`config.mk`:
```
export PLATFORM = sky130hd
export DESIGN_NAME = afe_cal_sequencer_flat
export DESIGN_NICKNAME = d
export VERILOG_FILES = /design/src/rtl/afe_cal_sequencer_pkg.sv /design/src/rtl/afe_cal_sequencer_if.sv /design/src/rtl/afe_cal_sequencer_acc.sv /design/src/rtl/afe_cal_sequencer.sv /design/src/flat_wrapper.sv
export SDC_FILE = /design/constraint.sdc
export NUM_CORES = 1
export LEC_CHECK = 0
export BUFFER_PORTS_ARGS = -buffer_cell sky130_fd_sc_hd__buf_2
export CAP_MARGIN = 20
export CORE_AREA = 2 2 67 69
export DETAILED_ROUTE_END_ITERATION = 8
export DIE_AREA = 0 0 69 71
export HOLD_SLACK_MARGIN = 0.06
export PLACE_DENSITY = 0.64
export SYNTH_ARGS = -nofsm -noshare
export SYNTH_HDL_FRONTEND = slang
export SYNTH_SLANG_ARGS = --single-unit
```
`constraint.sdc`:
```
create_clock -name i_clk -period 3.7 [get_ports i_clk]
set_input_delay 0.555 -clock i_clk [delete_from_list [all_inputs] [get_ports i_clk]]
set_output_delay 0.555 -clock i_clk [all_outputs]
set_load 0.05 [all_outputs]
```
`src/rtl/afe_cal_sequencer_pkg.sv`:
```
// Shared types and constants for the AFE power-up / gain-calibration sequencer.
package afe_cal_pkg;

  localparam int unsigned GAIN_W = 3;
  localparam int unsigned ADC_W  = 4;

  localparam int unsigned AMP_RST_CYC_DEF = 8;
  localparam int unsigned SETTLE_CYC_DEF  = 16;
  localparam int unsigned AVG_LOG2_DEF    = 2;
  localparam int unsigned ADC_LO_DEF      = 4;
  localparam int unsigned ADC_HI_DEF      = 11;
  localparam int unsigned MAX_ITER_DEF    = 8;
  localparam int unsigned GAIN_INIT_DEF   = 3;

  typedef enum logic [2:0] {
    ST_IDLE,
    ST_AMP_RST,
    ST_SETTLE,
    ST_SAMPLE,
    ST_EVAL,
    ST_DONE
  } cal_state_e;

  // One gain step towards the target window; callers guarantee no wrap.
  function automatic logic [GAIN_W-1:0] gain_step(input logic [GAIN_W-1:0] g,
                                                  input logic up);
    return up ? (g + GAIN_W'(1)) : (g - GAIN_W'(1));
  endfunction

endpackage

```
`src/rtl/afe_cal_sequencer_if.sv`:
```
// Control/status bundle between the calibration sequencer and its surroundings.
interface afe_cal_sequencer_if;
  import afe_cal_pkg::*;

  logic              i_start;
  logic [ADC_W-1:0]  i_ADCout;
  logic              o_resetb_amp;
  logic              o_resetb_core;
  logic              o_enableRO;
  logic [GAIN_W-1:0] o_gain;
  logic              o_busy;
  logic              o_done;
  logic              o_cal_fail;
  logic [ADC_W-1:0]  o_adc_avg;

  modport master (
    output i_start, i_ADCout,
    input  o_resetb_amp, o_resetb_core, o_enableRO, o_gain,
           o_busy, o_done, o_cal_fail, o_adc_avg
  );

  modport slave (
    input  i_start, i_ADCout,
    output o_resetb_amp, o_resetb_core, o_enableRO, o_gain,
           o_busy, o_done, o_cal_fail, o_adc_avg
  );

endinterface

```
`src/rtl/afe_cal_sequencer_acc.sv`:
```
// ADC sample accumulator: clears, sums 2^AVG_LOG2 samples, flags completion
// and presents the truncated average.
module adc_avg_acc
  import afe_cal_pkg::*;
#(
  parameter int unsigned AVG_LOG2 = AVG_LOG2_DEF
) (
  input  logic             clk_i,
  input  logic             rst_ni,
  input  logic             clr_i,
  input  logic             en_i,
  input  logic [ADC_W-1:0] sample_i,
  output logic             last_o,
  output logic             done_o,
  output logic [ADC_W-1:0] avg_o
);

  localparam int unsigned ACC_W = ADC_W + AVG_LOG2;
  localparam int unsigned CNT_W = AVG_LOG2 + 1;
  localparam int unsigned NSAMP = 1 << AVG_LOG2;

  logic [ACC_W-1:0] acc_q, acc_d;
  logic [CNT_W-1:0] cnt_q, cnt_d;
  logic             done_q, done_d;
  logic             take;

  // Next-state for accumulator, sample count and completion flag.
  always_comb begin
    take   = en_i && !done_q;
    acc_d  = acc_q;
    cnt_d  = cnt_q;
    done_d = done_q;
    if (clr_i) begin
      acc_d  = '0;
      cnt_d  = '0;
      done_d = 1'b0;
    end else if (take) begin
      acc_d = acc_q + ACC_W'(sample_i);
      cnt_d = cnt_q + CNT_W'(1);
      if (cnt_q == CNT_W'(NSAMP - 1)) done_d = 1'b1;
    end
  end

  // Accumulator state registers.
  always_ff @(posedge clk_i or negedge rst_ni) begin
    if (!rst_ni) begin
      acc_q  <= '0;
      cnt_q  <= '0;
      done_q <= 1'b0;
    end else begin
      acc_q  <= acc_d;
      cnt_q  <= cnt_d;
      done_q <= done_d;
    end
  end

  // last_o marks the cycle whose sample completes the set, so the FSM can
  // leave SAMPLE on the same edge that captures it.
  assign last_o = take && (cnt_q == CNT_W'(NSAMP - 1));
  assign done_o = done_q;
  assign avg_o  = acc_q[AVG_LOG2 +: ADC_W];

endmodule

```
`src/rtl/afe_cal_sequencer.sv`:
```
// AFE power-up and gain-calibration sequencer: resets amplifier/core, enables
// the ring oscillator, averages the ADC and steps gain into a target window.
module afe_cal_sequencer
  import afe_cal_pkg::*;
#(
  parameter int unsigned AMP_RST_CYC = AMP_RST_CYC_DEF,
  parameter int unsigned SETTLE_CYC  = SETTLE_CYC_DEF,
  parameter int unsigned AVG_LOG2    = AVG_LOG2_DEF,
  parameter int unsigned ADC_LO      = ADC_LO_DEF,
  parameter int unsigned ADC_HI      = ADC_HI_DEF,
  parameter int unsigned MAX_ITER    = MAX_ITER_DEF,
  parameter int unsigned GAIN_INIT   = GAIN_INIT_DEF
) (
  input  logic                 i_clk,
  input  logic                 i_resetbAll,
  afe_cal_sequencer_if.slave   bus
);

  localparam int unsigned CYC_MAX = (AMP_RST_CYC > SETTLE_CYC) ? AMP_RST_CYC : SETTLE_CYC;
  localparam int unsigned CYC_W   = (CYC_MAX > 1) ? $clog2(CYC_MAX) : 1;
  localparam int unsigned ITER_W  = (MAX_ITER > 1) ? $clog2(MAX_ITER) : 1;

  cal_state_e        state_q, state_d;
  logic [CYC_W-1:0]  cyc_q, cyc_d;
  logic [ITER_W-1:0] iter_q, iter_d;
  logic [GAIN_W-1:0] gain_q, gain_d;
  logic              fail_q, fail_d;
  logic [ADC_W-1:0]  avg_q, avg_d;
  logic              amp_q, amp_d;
  logic              core_q, core_d;
  logic              ro_q, ro_d;
  logic              busy_q, busy_d;
  logic              done_q, done_d;

  logic              acc_last;
  logic              acc_done;
  logic [ADC_W-1:0]  acc_avg;
  logic              avg_low, avg_high;

  adc_avg_acc #(
    .AVG_LOG2 (AVG_LOG2)
  ) u_acc (
    .clk_i    (i_clk),
    .rst_ni   (i_resetbAll),
    .clr_i    (state_q == ST_SETTLE),
    .en_i     (state_q == ST_SAMPLE),
    .sample_i (bus.i_ADCout),
    .last_o   (acc_last),
    .done_o   (acc_done),
    .avg_o    (acc_avg)
  );

  assign avg_low  = acc_avg < ADC_W'(ADC_LO);
  assign avg_high = acc_avg > ADC_W'(ADC_HI);

  // Next-state, counters, gain and result decode.
  always_comb begin
    state_d = state_q;
    cyc_d   = cyc_q;
    iter_d  = iter_q;
    gain_d  = gain_q;
    fail_d  = fail_q;
    avg_d   = avg_q;
    unique case (state_q)
      ST_IDLE: begin
        gain_d = GAIN_W'(GAIN_INIT);
        if (bus.i_start) begin
          state_d = ST_AMP_RST;
          cyc_d   = '0;
          iter_d  = '0;
          fail_d  = 1'b0;
        end
      end
      ST_AMP_RST: begin
        if (cyc_q == CYC_W'(AMP_RST_CYC - 1)) begin
          state_d = ST_SETTLE;
          cyc_d   = '0;
        end else begin
          cyc_d = cyc_q + CYC_W'(1);
        end
      end
      ST_SETTLE: begin
        if (cyc_q == CYC_W'(SETTLE_CYC - 1)) begin
          state_d = ST_SAMPLE;
          cyc_d   = '0;
        end else begin
          cyc_d = cyc_q + CYC_W'(1);
        end
      end
      ST_SAMPLE: begin
        if (acc_last) state_d = ST_EVAL;
      end
      ST_EVAL: begin
        if (acc_done) begin
          avg_d   = acc_avg;
          state_d = ST_DONE;
          if (!avg_low && !avg_high) begin
            fail_d = 1'b0;
          end else if ((avg_low && gain_q == '1) || (avg_high && gain_q == '0)) begin
            fail_d = 1'b1;
          end else if (iter_q == ITER_W'(MAX_ITER - 1)) begin
            fail_d = 1'b1;
          end else begin
            gain_d  = gain_step(gain_q, avg_low);
            iter_d  = iter_q + ITER_W'(1);
            cyc_d   = '0;
            state_d = ST_AMP_RST;
          end
        end
      end
      ST_DONE: begin
        if (bus.i_start) begin
          state_d = ST_AMP_RST;
          cyc_d   = '0;
          iter_d  = '0;
          gain_d  = GAIN_W'(GAIN_INIT);
          fail_d  = 1'b0;
        end
      end
      default: state_d = ST_IDLE;
    endcase

    // Pin levels are decoded from the next state so they are registered yet
    // already reflect the state entered on the same edge.
    amp_d  = state_d inside {ST_SETTLE, ST_SAMPLE, ST_EVAL, ST_DONE};
    core_d = state_d != ST_IDLE;
    ro_d   = amp_d;
    busy_d = state_d inside {ST_AMP_RST, ST_SETTLE, ST_SAMPLE, ST_EVAL};
    done_d = state_d == ST_DONE;
  end

  // State, counters and registered outputs.
  always_ff @(posedge i_clk or negedge i_resetbAll) begin
    if (!i_resetbAll) begin
      state_q <= ST_IDLE;
      cyc_q   <= '0;
      iter_q  <= '0;
      gain_q  <= GAIN_W'(GAIN_INIT);
      fail_q  <= 1'b0;
      avg_q   <= '0;
      amp_q   <= 1'b0;
      core_q  <= 1'b0;
      ro_q    <= 1'b0;
      busy_q  <= 1'b0;
      done_q  <= 1'b0;
    end else begin
      state_q <= state_d;
      cyc_q   <= cyc_d;
      iter_q  <= iter_d;
      gain_q  <= gain_d;
      fail_q  <= fail_d;
      avg_q   <= avg_d;
      amp_q   <= amp_d;
      core_q  <= core_d;
      ro_q    <= ro_d;
      busy_q  <= busy_d;
      done_q  <= done_d;
    end
  end

  assign bus.o_resetb_amp  = amp_q;
  assign bus.o_resetb_core = core_q;
  assign bus.o_enableRO    = ro_q;
  assign bus.o_gain        = gain_q;
  assign bus.o_busy        = busy_q;
  assign bus.o_done        = done_q;
  assign bus.o_cal_fail    = fail_q;
  assign bus.o_adc_avg     = avg_q;

endmodule

```
`src/flat_wrapper.sv`:
```
// flat-port wrapper written by rule: the top's interface ports become plain ports
module afe_cal_sequencer_flat import afe_cal_pkg::*;
#(
  parameter int unsigned AMP_RST_CYC = AMP_RST_CYC_DEF,
  parameter int unsigned SETTLE_CYC  = SETTLE_CYC_DEF,
  parameter int unsigned AVG_LOG2    = AVG_LOG2_DEF,
  parameter int unsigned ADC_LO      = ADC_LO_DEF,
  parameter int unsigned ADC_HI      = ADC_HI_DEF,
  parameter int unsigned MAX_ITER    = MAX_ITER_DEF,
  parameter int unsigned GAIN_INIT   = GAIN_INIT_DEF
)
  (i_clk, i_resetbAll, bus_i_start, bus_i_ADCout, bus_o_resetb_amp, bus_o_resetb_core, bus_o_enableRO, bus_o_gain, bus_o_busy, bus_o_done, bus_o_cal_fail, bus_o_adc_avg);
  afe_cal_sequencer_if bus_i ();
  input  logic i_clk;
  input  logic i_resetbAll;
  input wire logic [$bits(bus_i.i_start)-1:0] bus_i_start;
  input wire logic [$bits(bus_i.i_ADCout)-1:0] bus_i_ADCout;
  output wire logic [$bits(bus_i.o_resetb_amp)-1:0] bus_o_resetb_amp;
  output wire logic [$bits(bus_i.o_resetb_core)-1:0] bus_o_resetb_core;
  output wire logic [$bits(bus_i.o_enableRO)-1:0] bus_o_enableRO;
  output wire logic [$bits(bus_i.o_gain)-1:0] bus_o_gain;
  output wire logic [$bits(bus_i.o_busy)-1:0] bus_o_busy;
  output wire logic [$bits(bus_i.o_done)-1:0] bus_o_done;
  output wire logic [$bits(bus_i.o_cal_fail)-1:0] bus_o_cal_fail;
  output wire logic [$bits(bus_i.o_adc_avg)-1:0] bus_o_adc_avg;
  assign bus_i.i_start = bus_i_start;
  assign bus_i.i_ADCout = bus_i_ADCout;
  assign bus_o_resetb_amp = bus_i.o_resetb_amp;
  assign bus_o_resetb_core = bus_i.o_resetb_core;
  assign bus_o_enableRO = bus_i.o_enableRO;
  assign bus_o_gain = bus_i.o_gain;
  assign bus_o_busy = bus_i.o_busy;
  assign bus_o_done = bus_i.o_done;
  assign bus_o_cal_fail = bus_i.o_cal_fail;
  assign bus_o_adc_avg = bus_i.o_adc_avg;
  afe_cal_sequencer #(.AMP_RST_CYC(AMP_RST_CYC), .SETTLE_CYC(SETTLE_CYC), .AVG_LOG2(AVG_LOG2), .ADC_LO(ADC_LO), .ADC_HI(ADC_HI), .MAX_ITER(MAX_ITER), .GAIN_INIT(GAIN_INIT)) u_core (.i_clk(i_clk), .i_resetbAll(i_resetbAll), .bus(bus_i));
endmodule
```
; ---- Word level (Yosys, flattened, before mapping)
; Cells that the tools add are included.
; Widths: inputs -> output; s select.
[totals]
regBits = 32
wordCells = 112
[classes]
n_addsub = 6
order_cmp = 2
n_eq_ne = 22
mux = 43
n_reduce_logical = 26
[op_table]
columns = op, count
row1 = $mux 3, 21
row2 = $mux 4, 7
row3 = $eq 3x3->1 const B, 6
row4 = $reduce_and 6->1, 3
row5 = $pmux 4 s4, 1
row6 = $eq 3x2->1 const B, 5
row7 = $pmux 3 s5, 1
row8 = $mux 6, 2
row9 = $reduce_bool 4->1, 3
row10 = $ne 2x2->1 const B, 5
row11 = $add 3x1->3 const B, 3
row12 = $pmux 3 s3, 1
row13 = $mux 1, 8
row14 = $add 6x4->6, 1
row15 = $eq 3x1->1 const B, 2
row16 = $logic_not 3->1, 2
row17 = $pmux 3 s2, 1
row18 = $reduce_bool 2->1, 3
row19 = $reduce_bool 3->1, 2
row20 = $logic_and 1x1->1, 5
row21 = $add 4x1->4 const B, 1
row22 = $eq 4x3->1 const B, 1
row23 = $eq 4x4->1 const B, 1
row24 = $gt 4x4->1 const B, 1
row25 = other kinds (10), 13

; ---- Depth between registers and ports, before layout
; Gate-level depths: netlist of run 1.
[depth]
depth_word = 9
ltp_mapped = 8

; ---- Hierarchy
; Synthesis of run 1 repeated with hierarchy kept, for this count alone.
[unflattened]
cells_unflattened = 196
hier_area_um2 = 1956.9
[by_module_without_submodules]
columns = mod, n_inst, cells_per_inst, area_per_inst_um2, seq_area_each_um2
row1 = afe_cal_sequencer, 1, 131, 1318.8, 553.0
row2 = adc_avg_acc, 1, 65, 638.1, 250.2

; ---- Worst setup path before layout of run 1
; OpenSTA, ideal clock, no wires.
[synth_timing]
kind = register to register
startpoint = register u_core.u_acc.acc_q[4]
endpoint = register u_core.cyc_q[3]
setup_time_ns = 0.069
t_arrival_ns = 1.941
required_ns = 3.631
slack_ns = 1.690
path_stages_with_launch = 8
n_path_buf = 0
synth_period_minus_slack_ns = 2.010
cell_sequence = dfrtp_1 -> inv_1 -> ha_1 -> or2_1 -> o41ai_2 -> o211ai_2 -> or4_1 -> nand3_1
[synth_between]
elab_chain_len = 5
word_cells_on_any_way = 11
classes_between = 2 x order compare / 2 x eq/ne / 7 x reduce/logical
[synth_lines]
columns = element, line
row1 = "start, declared", afe_cal_sequencer_acc.sv:22  ; logic [ACC_W-1:0] acc_q, acc_d;
row2 = "start signal, assigned", afe_cal_sequencer_acc.sv:47  ; acc_q <= '0;
row3 = "start signal, assigned", afe_cal_sequencer_acc.sv:51  ; acc_q <= acc_d;
row4 = $lt 4x3->1 / $gt 4x4->1 (equally long branches), "afe_cal_sequencer.sv:53, afe_cal_sequencer.sv:54"
row5 = $logic_not 1->1 / $logic_and 1x1->1 (equally long branches), "afe_cal_sequencer.sv:97, afe_cal_sequencer.sv:99"
row6 = $logic_and 1x1->1 / $logic_or 1x1->1 (equally long branches), "afe_cal_sequencer.sv:97, afe_cal_sequencer.sv:99"
row7 = $ne 2x2->1 (no line), --
row8 = $reduce_and 6->1 (no line) *, --
row9 = "end signal, assigned", afe_cal_sequencer.sv:148  ; cyc_q <= cyc_d;
row10 = "end, declared", afe_cal_sequencer.sv:24  ; logic [CYC_W-1:0] cyc_q, cyc_d;
; Every way passes the cells marked *; elsewhere a longest branch is shown, timed or not.
; A chain may end at the register's enable or synchronous reset.

; ---- Worst setup path after layout of run 1
; Ends and elaborated chain as after synthesis.

==> results of run 1 <==
-- registers in the layout (all words and copies together) (netlist names), 3 cells and up --
| register | flops |
|---|---|
| u_core.u_acc.acc_q | 6 |
| u_core.state_q | 3 |
| u_core.iter_q | 3 |
| u_core.bus.o_gain | 3 |
| u_core.u_acc.cnt_q | 3 |
| u_core.cyc_q | 4 |
| u_core.bus.o_adc_avg | 4 |
-- critical path, delay by kind of cell (launching register included) --
| family | cells | cell delay (ps) |
|---|---|---|
| AO/OA/AOI/OAI | 2 | 560 |
| adder cells (fa/ha/maj) | 1 | 250 |
| flip-flops | 1 | 390 |
| AND/OR/NAND/NOR | 3 | 800 |
| buffers and inverters | 1 | 120 |
-- path summary, 6_finish.rpt --
kind / to / slack [ps]
min in group i_clk: u_core.bus.o_adc_avg[2]$_DFFE_PN0P_ / 480
hold reg to reg: u_core.bus.o_adc_avg[2]$_DFFE_PN0P_ / 480
setup / recovery: u_core.cyc_q[3]$_DFFE_PN0P_ / 1520
setup reg to reg: u_core.cyc_q[3]$_DFFE_PN0P_ / 1520
max in group asynchronous: u_core.bus.o_cal_fail$_DFFE_PN0P_ / 2910
hold / removal: u_core.u_acc.acc_q[1]$_DFFE_PN0P_ / 320
-- cell usage after synthesis (2+ instances only) --
cell type,number,area share
dfrtp_1,30,0.41
nand2_1,20,0.041
o21ai_0,17,0.047
inv_1,15,0.031
ha_1,11,0.076
nand3_1,8,0.022
nor2_1,8,0.016
a21oi_1,5,0.014
nor3_1,5,0.014
xor2_1,5,0.024
nor2b_1,4,0.014
clkbuf_8,3,0.023
a22o_1,2,0.0096
dfstp_2,2,0.029
fa_1,2,0.022
mux2_2,2,0.012
mux2i_1,2,0.011
nand2b_1,2,0.0069
nor3b_1,2,0.0082
o211ai_1,2,0.0082
or2_2,2,0.0069
-- area by class of cell --
class / instances / area [um^2]
clock inverter: 1 / 5.00
tap: 52 / 65.1
clock buffer: 7 / 76.3
inverter: 16 / 60.1
sequential: 32 / 803
multi-input combinational: 127 / 906
fill: 405 / 2190
timing repair buffer: 19 / 95.1
-- kinds of logic after synthesis --
| logic type | count (synthesis) |
|---|---|
| AO/OA/AOI/OAI | 42 |
| XOR/XNOR | 6 |
| adder cells (fa/ha/maj) | 13 |
| buffers and inverters | 21 |
| flip-flops | 32 |
| multiplexers | 4 |
| AND/OR/NAND/NOR | 62 |
-- layer usage --
metal / vias up / track usage / part of all wire
li1: 672 / - / -
met1: 604 / 0.183 / 0.47
met2: 16 / 0.248 / 0.47
met3: 7 / 0.0541 / 0.043
met4: 0 / 0.0545 / 0.014
met5: - / 0 / 0
-- report_power, final --
group	internal, W	switching [W]	total, W
Sequential	0.000350	0	0.000350
Combinational	0.00000685	0.0000124	0.0000193
Clock	0.000132	0.000125	0.000257
Total	0.000489	0.000137	0.000626
-- through the flow --
| step | hold slack, ps | util |
|---|---|---|
| floorplan | 259 | - |
| global placement | 463 | 0.459 |
| detailed placement | 465 | 0.459 |
| CTS | 349 | 0.478 |
| global route | 376 | 0.478 |
| finish | 316 | 0.478 |
-- layout by cell type, fill, tap and decap left out, drive strengths merged, types with 2 or more instances in the layout --
master  synthesis  layout
dfstp           2       2
a21oi           5       5
fa              2       2
a22o            3       3
nor3b           2       2
nand2          20      20
nor2b           4       4
a21o            2       2
inv            16      16
nand2b          2       2
o211ai          3       3
buf             1      19
xor2            5       5
clkbuf          4       7
mux2i           2       2
o41ai           2       2
dfrtp          30      30
nor4b           2       2
a211o           2       2
nor2            8       8
nand3           8       8
ha             11      11
or2             3       3
nor3            6       6
o21ai          17      17
mux2            2       2
==> metrics.md, run 1 <==
| Metric | Value |
|---|---|
| Status | completed |
| Post-route cell area | just over 2000 um^2 |
| Max cap viols | 0 |
| Critical Path Source | u_core.u_acc.acc_q[4]$_DFFE_PN0P_ |
| Tot GR Track Use | 0.151 |
| Fmax | between 400 and 500 MHz |
| Die X | a little under 70 um |
| Ys Warns | 0 |
| Synth Instances | 180 |
| CTS tree | built |
| Starting DRC count in detailed routing | 77 |
| Average routed wire per standard cell | roughly 13 um |
| Mapped Area | about 1800 um^2 |
| Final setup violation count | 0 |
| Post-synth ARST share | 1.00 |
| Fin crit share | 0.590 |
| Number of global-route vias before repair | 1361 |
| CTS buffer count | 5 |
| DR pass1 iterations | 4 |
| Global route total overflow | 0 |
| Unrepaired setup endpoints after global routing | no |
| Die height | around 71 um |
| Slew Viols, Final | 0 |
| Nets | around 220 |
| Die Area | slightly below 5000 um^2 |
| Clock root buffer master | clkbuf_8 |
| Post-CTS resize count | 0 |
| Layout Cells excl Fill | 254 |
| Main combinational cell family by area after synthesis | simple AND/OR/NAND/NOR gates |
| Final Power | ~0.00063 W |
| First-pass GRT wire length | roughly 6 mm |
| Hold Path Class | input pin to asynchronous set/reset pin |
| Pin count of the biggest net entering global routing | 33 |
| Clock transition at path regs | 70 ps |
| Seq cells post-synth | 32 |
| Layout cells sized above 1 | 0.208 |
| Antenna Cells | 0 |
| Vias per inst | 5.11 |
| Post-CTS Setup Bufs | 0 |
| # DRC | 0 |
| Post-layout min period | about 2200 ps |
| Crit Path Max Fanout | 8 |
| Top_reg_cell synth | dfrtp_1 |
| WP data arrival | about 2400 ps |
| Antenna violations before repair | 0 |
| H-tree levels | 2 |
| Placed cell areas | slightly below 2000 um^2 |
| Post-synthesis adder-cell area fraction | 0.0975 |
| Dpl hpwl | 2.36 mm |
| Dpl cells | between 200 and 250 |
| Xor and xnor area share after synthesis | 0.0288 |
| # rows | 24 |
| Max Buffers Root-to-Sink | 2 |
| Mux cell area share after synthesis | 0.0234 |
| Final ANT Viol Nets | 0 |
| Mapped Avg Cell Area | just over 10 um^2 |
| PD cells | between 300 and 400 nW/um^2 |
| Crit path max-delay cell type | or4_1 |
| GPL Wtd Cong | 0.740 |
| Total Wirelength | roughly 3.2 mm |
| Core ar. | around 4200 um^2 |
| CTS Sinks | 32 |
| Worst Path Required | 3920 ps |
| Final hold vios | 0 |
| Initial core utilization | 0.433 |
| Area growth from synthesis to layout | 10.4% |
| Vias | approximately 1300 |
| Post-synthesis compound-gate area fraction | 0.161 |
| Reg2reg path depth | 7 |
| Yosys cell types | between 50 and 60 |
| Worst setup EP type | register |
| Setup Crit Path Kind | register to register |
| Post-route setup slack | around 1500 ps |
| Max Clock Skew | approximately 8.8 ps |
| Syn nets | 200 |
| Worst-skew pair later-pin latency | between 200 and 300 ps |
| Total Neg Setup Slack | 0 ps |
| Worst slew pin tran | approximately 720 ps |
| # IOs | 20 |
| Worst R2R Start | u_core.u_acc.acc_q[4]$_DFFE_PN0P_ |
| Maximum VDD drop | about 0.12 mV |
| Simple-gate share of the synthesized area | 0.187 |
| Sequential share of the synthesized area | 0.441 |
| Place WS | 1540 ps |
| Hold-fix buffers, CTS | 0 |
| Max incr delay on CP | around 450 ps |
| I/O Buffers | 19 |
| Crit start category | register |
| EDFF count, synth | 0 |
| Leakage | around 0.96 nW |
| Critical path cell sequence | inv_1, ha_1, or2_1, o41ai_2, o211ai_2, or4_1, nand3_1 |
| Rel. slew slack | 0.520 |
Power figures use the tool's default switching activity.
==> inputs of run 2 (changes only) <==
--- a/config.mk
+++ b/config.mk
@@ -11,7 +11,7 @@
 export DETAILED_ROUTE_END_ITERATION = 8
 export DIE_AREA = 0 0 69 71
 export HOLD_SLACK_MARGIN = 0.06
-export PLACE_DENSITY = 0.64
+export PLACE_DENSITY = 0.67
 export SYNTH_ARGS = -nofsm -noshare
 export SYNTH_HDL_FRONTEND = slang
 export SYNTH_SLANG_ARGS = --single-unit
==> constraint.sdc (replaced) <==
create_clock -name i_clk -period 2 [get_ports i_clk]
set_input_delay 0.3 -clock i_clk [delete_from_list [all_inputs] [get_ports i_clk]]
set_output_delay 0.3 -clock i_clk [all_outputs]
set_load 0.05 [all_outputs]
==> metrics.md, run 2 (same netlist as run 1, synthesis figures left out) <==
| Metric | Value |
|---|---|
| Status | completed |
| CTS Sinks | 32 (unchanged) |
| H-tree levels | 2 (unchanged) |
| Hold Path Class | input pin to asynchronous set/reset pin |
| Layout cells sized above 1 | 0.284 (+0.0764) |
| Final Power | 0.00120 W (+92%) |
| # IOs | 20 (unchanged) |
| Final setup violation count | 0 (unchanged) |
| FF/Latch Area | 803 um^2 (unchanged) |
| Die height | 71 um (unchanged) |
| Core ar. | 4200 um^2 (unchanged) |
| # DRC | 0 (unchanged) |
| Initial core utilization | 0.433 (unchanged) |
| CTS tree | built |
| GPL Wtd Cong | 0.788 (+6.5%) |
| Post-route setup slack | 55.9 ps (-1460 ps) |
| Vias per inst | 5.19 (+1.5%) |
| Nets | 230 (+4.1%) |
| Global route total overflow | 0 (unchanged) |
| Vias | 1365 (+5.1%) |
| Maximum VDD drop | 0.225 mV (+85%) |
| Family with the most delay on the worst path | simple AND/OR/NAND/NOR gates |
| Number of fill cells in the layout | 393 (-3.0%) |
| Most frequent cells in the layout | dfrtp_1, nand2_1, buf_2, o21ai_0, inv_1 |
| Commonest non-fill, non-tap cell in the layout | dfrtp_1 |
| Tot GR Track Use | 0.151 (about the same) |
| Final ANT Viol Nets | 0 (unchanged) |
| Max incr delay on CP | 410 ps (-40 ps) |
| Worst-skew pair later-pin latency | 290 ps (about the same) |
| Area of the multi-input gates | 938 um^2 (+3.6%) |
| Area growth from synthesis to layout | 16.6% |
| Placed cell areas | 1990 um^2 (+3.1%) |
| Crit Path Max Fanout | 4 (-4) |
| DR pass1 iterations | 5 (+1) |
| WP data arrival | 2160 ps (-240 ps) |
| Buffers and inverters on the worst path | 0 (-1) |
| Hold-fix buffers, CTS | 0 (unchanged) |
| Unrepaired setup endpoints after global routing | yes |
| Dpl hpwl | 2.47 mm (+4.9%) |
| Clock transition at path regs | 60 ps (about the same) |
| CTS buffer count | 5 (unchanged) |
| Antenna violations before repair | 0 (unchanged) |
| Total Neg Setup Slack | 0 ps (unchanged) |
| I/O Buffers | 19 (unchanged) |
| Final hold vios | 0 (unchanged) |
| Max Buffers Root-to-Sink | 2 (unchanged) |
| # rows | 24 (unchanged) |
| Worst slew pin tran | 711 ps (-8.37 ps) |
| Worst Path Required | 2220 ps (-1700 ps) |
| Number of global-route vias before repair | 1303 (-4.3%) |
| Crit start category | register |
| Rel. slew slack | 0.526 (+0.00558) |
| Crit path max-delay cell type | or4_1 |
| First-pass GRT wire length | 5.74 mm (-3.0%) |
| Reg with most FFs | u_core.u_acc.acc_q |
| Post-route cell area | 2120 um^2 (+5.6%) |
| Max Clock Skew | 6.01 ps (-2.75 ps) |
| Clock root buffer master | clkbuf_8 |
| Setup Crit Path Kind | register to register |
| PD cells | 565 nW/um^2 (+81%) |
| Max cap viols | 0 (unchanged) |
| Average routed wire per standard cell | 13.0 um (+2.1%) |
| Die Area | 4900 um^2 (unchanged) |
| Post-layout min period | 1940 ps (-240 ps) |
| Antenna Cells | 0 (unchanged) |
| Die X | 69 um (unchanged) |
| Most used cell, CP | ha_2 |
| Total Wirelength | 3.41 mm (+5.7%) |
| Pin count of the biggest net entering global routing | 33 (unchanged) |
| Starting DRC count in detailed routing | 45 (-42%) |
| Critical Path Source | u_core.iter_q[0]$_DFFE_PN0P_ |
| Max FFs per register | 6 (unchanged) |
| Slew Viols, Final | 0 (unchanged) |
| Hold WS | 59.4 ps (-256 ps) |
| Place WS | -17.6 ps (-1560 ps) |
| Fin crit share | 0.972 (+0.382) |
| Leakage | 1.01 nW (+4.3%) |
| Critical path cell sequence | ha_2, ha_2, or2_4, o41ai_2, o211ai_2, or4_1, nand3_1 |
| Worst setup EP type | register |
| Worst R2R Start | u_core.iter_q[0]$_DFFE_PN0P_ |
| Fmax | 514 MHz (+12%) |
[run 2: area by class of cell]
cell class              instances  share of cell area
clock buffers                   8              0.0424
inverters                      16              0.0283
multi-input cells             127               0.442
flip-flops and latches         32               0.378
well taps                      52              0.0306
repair buffers                 28              0.0784
[run 2: worst reg2reg max path: stages, from the launching register on]
cell and delay (ps):
dfrtp_1 390, ha_2 190, ha_2 160, or2_4 230, o41ai_2 240, o211ai_2 170, or4_1 410, nand3_1 100
[run 2: repair_timing]
action                                  CTS  global route
gates resized for setup                   3             7
pin swaps                                 1             1
setup buffers                             0             1
cloned                                    0             0
endpoints found under the setup margin    5             7
[run 2: power breakdown]
group / total (W) / switching (W) / internal (W) / leakage, nW
clock: 0.000516 / 0.000236 / 0.000280 / 0.0455
sequential: 0.000647 / 0 / 0.000647 / 0.367
combinational: 0.0000356 / 0.0000229 / 0.0000127 / 0.594
[run 2: path summary, 6_finish.rpt]
| path | to | slack, ps | cells past startpoint |
|---|---|---|---|
| min in group i_clk | u_core.u_acc.acc_q[0]$_DFFE_PN0P_ | 360 | 3 |
| worst min register to register | u_core.u_acc.cnt_q[2]$_DFFE_PN0P_ | 490 | 2 |
| worst min-delay path | u_core.u_acc.acc_q[1]$_DFFE_PN0P_ | 60 | 1 |
| worst max-delay path | u_core.cyc_q[3]$_DFFE_PN0P_ | 60 | 7 |
| worst max register to register | u_core.cyc_q[3]$_DFFE_PN0P_ | 60 | 7 |
| max in group asynchronous | u_core.bus.o_cal_fail$_DFFE_PN0P_ | 1480 | 1 |
[run 2: per-layer routing]
layer / vias up / routed length, um / global-route usage
li1: 694 / - / -
met1: 644 / 1490 / 0.177
met2: 21 / 1700 / 0.253
met3: 6 / 144 / 0.0456
met4: 0 / 68 / 0.0719
met5: - / 0 / 0
[run 2: through the flow]
step,utilization,instances
2_1_floorplan,-,180
5_1_grt,0.505,263
4_1_cts,0.497,262
3_3_place_gp,0.473,254
6_report,0.505,263
3_5_place_dp,0.473,254
==> inputs of run 3 (changes only) <==
--- a/config.mk
+++ b/config.mk
@@ -11,7 +11,7 @@
 export DETAILED_ROUTE_END_ITERATION = 8
 export DIE_AREA = 0 0 69 71
 export HOLD_SLACK_MARGIN = 0.06
-export PLACE_DENSITY = 0.67
+export PLACE_DENSITY = 0.64
 export SYNTH_ARGS = -nofsm -noshare
 export SYNTH_HDL_FRONTEND = slang
 export SYNTH_SLANG_ARGS = --single-unit
==> constraint.sdc (replaced) <==
create_clock -name i_clk -period 2.5 [get_ports i_clk]
set_input_delay 0.375 -clock i_clk [delete_from_list [all_inputs] [get_ports i_clk]]
set_output_delay 0.375 -clock i_clk [all_outputs]
set_load 0.05 [all_outputs]
==> metrics.md, run 3 (same netlist as run 1, synthesis figures left out) <==
| Metric | Value |
|---|---|
| Worst slew pin tran | 703 ps (-8.36 ps) |
| Vias per inst | 5.15 (-0.70%) |
| Core ar. | 4200 um^2 (unchanged) |
| Unrepaired setup endpoints after global routing | no |
| Worst R2R Start | u_core.u_acc.acc_q[4]$_DFFE_PN0P_ |
| Worst setup EP type | register |
| H-tree levels | 2 (unchanged) |
| Layout cells sized above 1 | 0.213 (-0.0715) |
| Nets | 221 (-3.9%) |
| Antenna violations before repair | 0 (unchanged) |
| R2R Path End | u_core.cyc_q[3]$_DFFE_PN0P_ |
| Post-CTS Setup Bufs | 0 (unchanged) |
| Worst-skew pair later-pin latency | 280 ps (about the same) |
| CTS tree | built |
| PD cells | 484 nW/um^2 (-14%) |
| Maximum VDD drop | 0.274 mV (+22%) |
| Global route total overflow | 0 (unchanged) |
| Dpl hpwl | 2.34 mm (-5.4%) |
| Antenna Cells | 0 (unchanged) |
| Place WS | 332 ps (+350 ps) |
| Status | completed |
| Area growth from synthesis to layout | 11.4% |
| Reg2reg path depth | 7 (unchanged) |
| Setup Crit Path Kind | register to register |
| Reg with most FFs | u_core.u_acc.acc_q |
| Tot GR Track Use | 0.150 (-0.000727) |
| Max FFs per register | 6 (unchanged) |
| # DRC | 0 (unchanged) |
| Crit start category | register |
| Die Area | 4900 um^2 (unchanged) |
| DR pass1 iterations | 4 (-1) |
| Worst Path Required | 2710 ps (+490 ps) |
| Die X | 69 um (unchanged) |
| Crit Path Max Fanout | 8 (+4) |
| Slew Viols, Final | 0 (unchanged) |
| Number of global-route vias before repair | 1312 (+0.69%) |
| Commonest non-fill, non-tap cell in the layout | dfrtp_1 |
| Max Buffers Root-to-Sink | 2 (unchanged) |
| Total Wirelength | 3.25 mm (-4.6%) |
| CTS buffer count | 5 (unchanged) |
| Max cap viols | 0 (unchanged) |
| Max Clock Skew | 7.01 ps (+0.997 ps) |
| Number of fill cells in the layout | 412 (+4.8%) |
| Final ANT Viol Nets | 0 (unchanged) |
| CTS Sinks | 32 (unchanged) |
| Post-route setup slack | 320 ps (+264 ps) |
| Clock transition at path regs | 70 ps (about the same) |
| Initial core utilization | 0.433 (unchanged) |
| WP data arrival | 2390 ps (+230 ps) |
| Most frequent cells in the layout | dfrtp_1, nand2_1, buf_2, o21ai_0, inv_1 |
| Total Neg Setup Slack | 0 ps (unchanged) |
| First-pass GRT wire length | 5.81 mm (+1.2%) |
| GPL Wtd Cong | 0.740 (-6.1%) |
| Fmax | 459 MHz (-11%) |
| # rows | 24 (unchanged) |
| Final setup violation count | 0 (unchanged) |
| Post-layout min period | 2180 ps (+236 ps) |
| Rel. slew slack | 0.531 (+0.00557) |
| Reg2Reg Setup Slack | 320 ps (+260 ps) |
| Hold-fix buffers, CTS | 0 (unchanged) |
| Dpl cells | 246 (-3.1%) |
| Layout Cells excl Fill | 254 (-3.4%) |
| Vias | 1309 (-4.1%) |
| Leakage | 0.974 nW (-3.2%) |
| Clock root buffer master | clkbuf_8 |
| Die height | 71 um (unchanged) |
| Pin count of the biggest net entering global routing | 33 (unchanged) |
| I/O Buffers | 19 (unchanged) |
| Starting DRC count in detailed routing | 51 (+13%) |
| Final hold vios | 0 (unchanged) |
| Post-CTS resize count | 0 (-3) |
| Fin crit share | 0.872 (-0.100) |
| Hold Path Class | input pin to asynchronous set/reset pin |
| # IOs | 20 (unchanged) |
| Average routed wire per standard cell | 12.8 um (-1.2%) |
run 3: cell count changes in the layout (fill, tap and decap cells not counted), moves of 2 or more:
cell and change:
buf_4 -8, ha_1 +4, ha_2 -3, inv_1 +2
inv_2 -2
run 3: how the worst max path moves through the flow:
| stage | from | end | slack [ps] | cells past startpoint |
|---|---|---|---|---|
| 3_3_place_gp | u_core.u_acc.acc_q[4]$_DFFE_PN0P_ | u_core.cyc_q[3]$_DFFE_PN0P_ | 360 | 7 |
| 6_report | u_core.u_acc.acc_q[4]$_DFFE_PN0P_ | u_core.cyc_q[3]$_DFFE_PN0P_ | 320 | 7 |
| 3_5_place_dp | u_core.u_acc.acc_q[4]$_DFFE_PN0P_ | u_core.cyc_q[3]$_DFFE_PN0P_ | 330 | 7 |
| 4_1_cts | u_core.u_acc.acc_q[4]$_DFFE_PN0P_ | u_core.cyc_q[3]$_DFFE_PN0P_ | 320 | 7 |
| 2_1_floorplan | u_core.u_acc.acc_q[4]$_DFFE_PN0P_ | u_core.cyc_q[3]$_DFFE_PN0P_ | 490 | 7 |
| 5_1_grt | u_core.u_acc.acc_q[5]$_DFFE_PN0P_ | u_core.cyc_q[3]$_DFFE_PN0P_ | 230 | 7 |
run 3: where the power goes:
part / switching, W / leakage [nW] / internal, W
clock: 0.000184 / 0.0515 / 0.000251
sequential: 0 / 0.367 / 0.000518
combinational: 0.0000182 / 0.556 / 0.0000101
total: 0.000202 / 0.974 / 0.000779
run 3: critical path, cell delays in order (launching register included):
cell and delay [ps]:
dfrtp_1 390, inv_1 120, ha_1 250, or2_1 260
o41ai_2 330, o211ai_2 230, or4_1 450, nand3_1 90
run 3: area by class of cell:
cell class | instances | area, um^2 | share of cell area
multi-input combinational | 127 | 906 | 0.446
sequential | 32 | 803 | 0.396
clock buffer | 8 | 100 | 0.0493
timing repair buffer | 19 | 95.1 | 0.0469
tap | 52 | 65.1 | 0.0321
inverter | 16 | 60.1 | 0.0296
run 3: through the flow:
| step | util | hold WS [ps] | power (W) | instance area [um^2] |
|---|---|---|---|---|
| 2_1_floorplan | - | 79.4 | 0.000539 | 1820 |
| 3_3_place_gp | 0.459 | 463 | 0.000557 | 1930 |
| 3_5_place_dp | 0.459 | 468 | 0.000557 | 1930 |
| 4_1_cts | 0.483 | 165 | 0.000998 | 2030 |
| 5_1_grt | 0.483 | 199 | 0.00103 | 2030 |
| 6_report | 0.483 | 137 | 0.000981 | 2030 |
run 3: metal layers:
layer / track usage / vias to the layer above / routed length [um]
met3: 0.0484 / 4 / 109
met2: 0.249 / 17 / 1550
met5: 0 / - / 0
met1: 0.179 / 616 / 1540
li1: - / 672 / -
met4: 0.0654 / 0 / 57
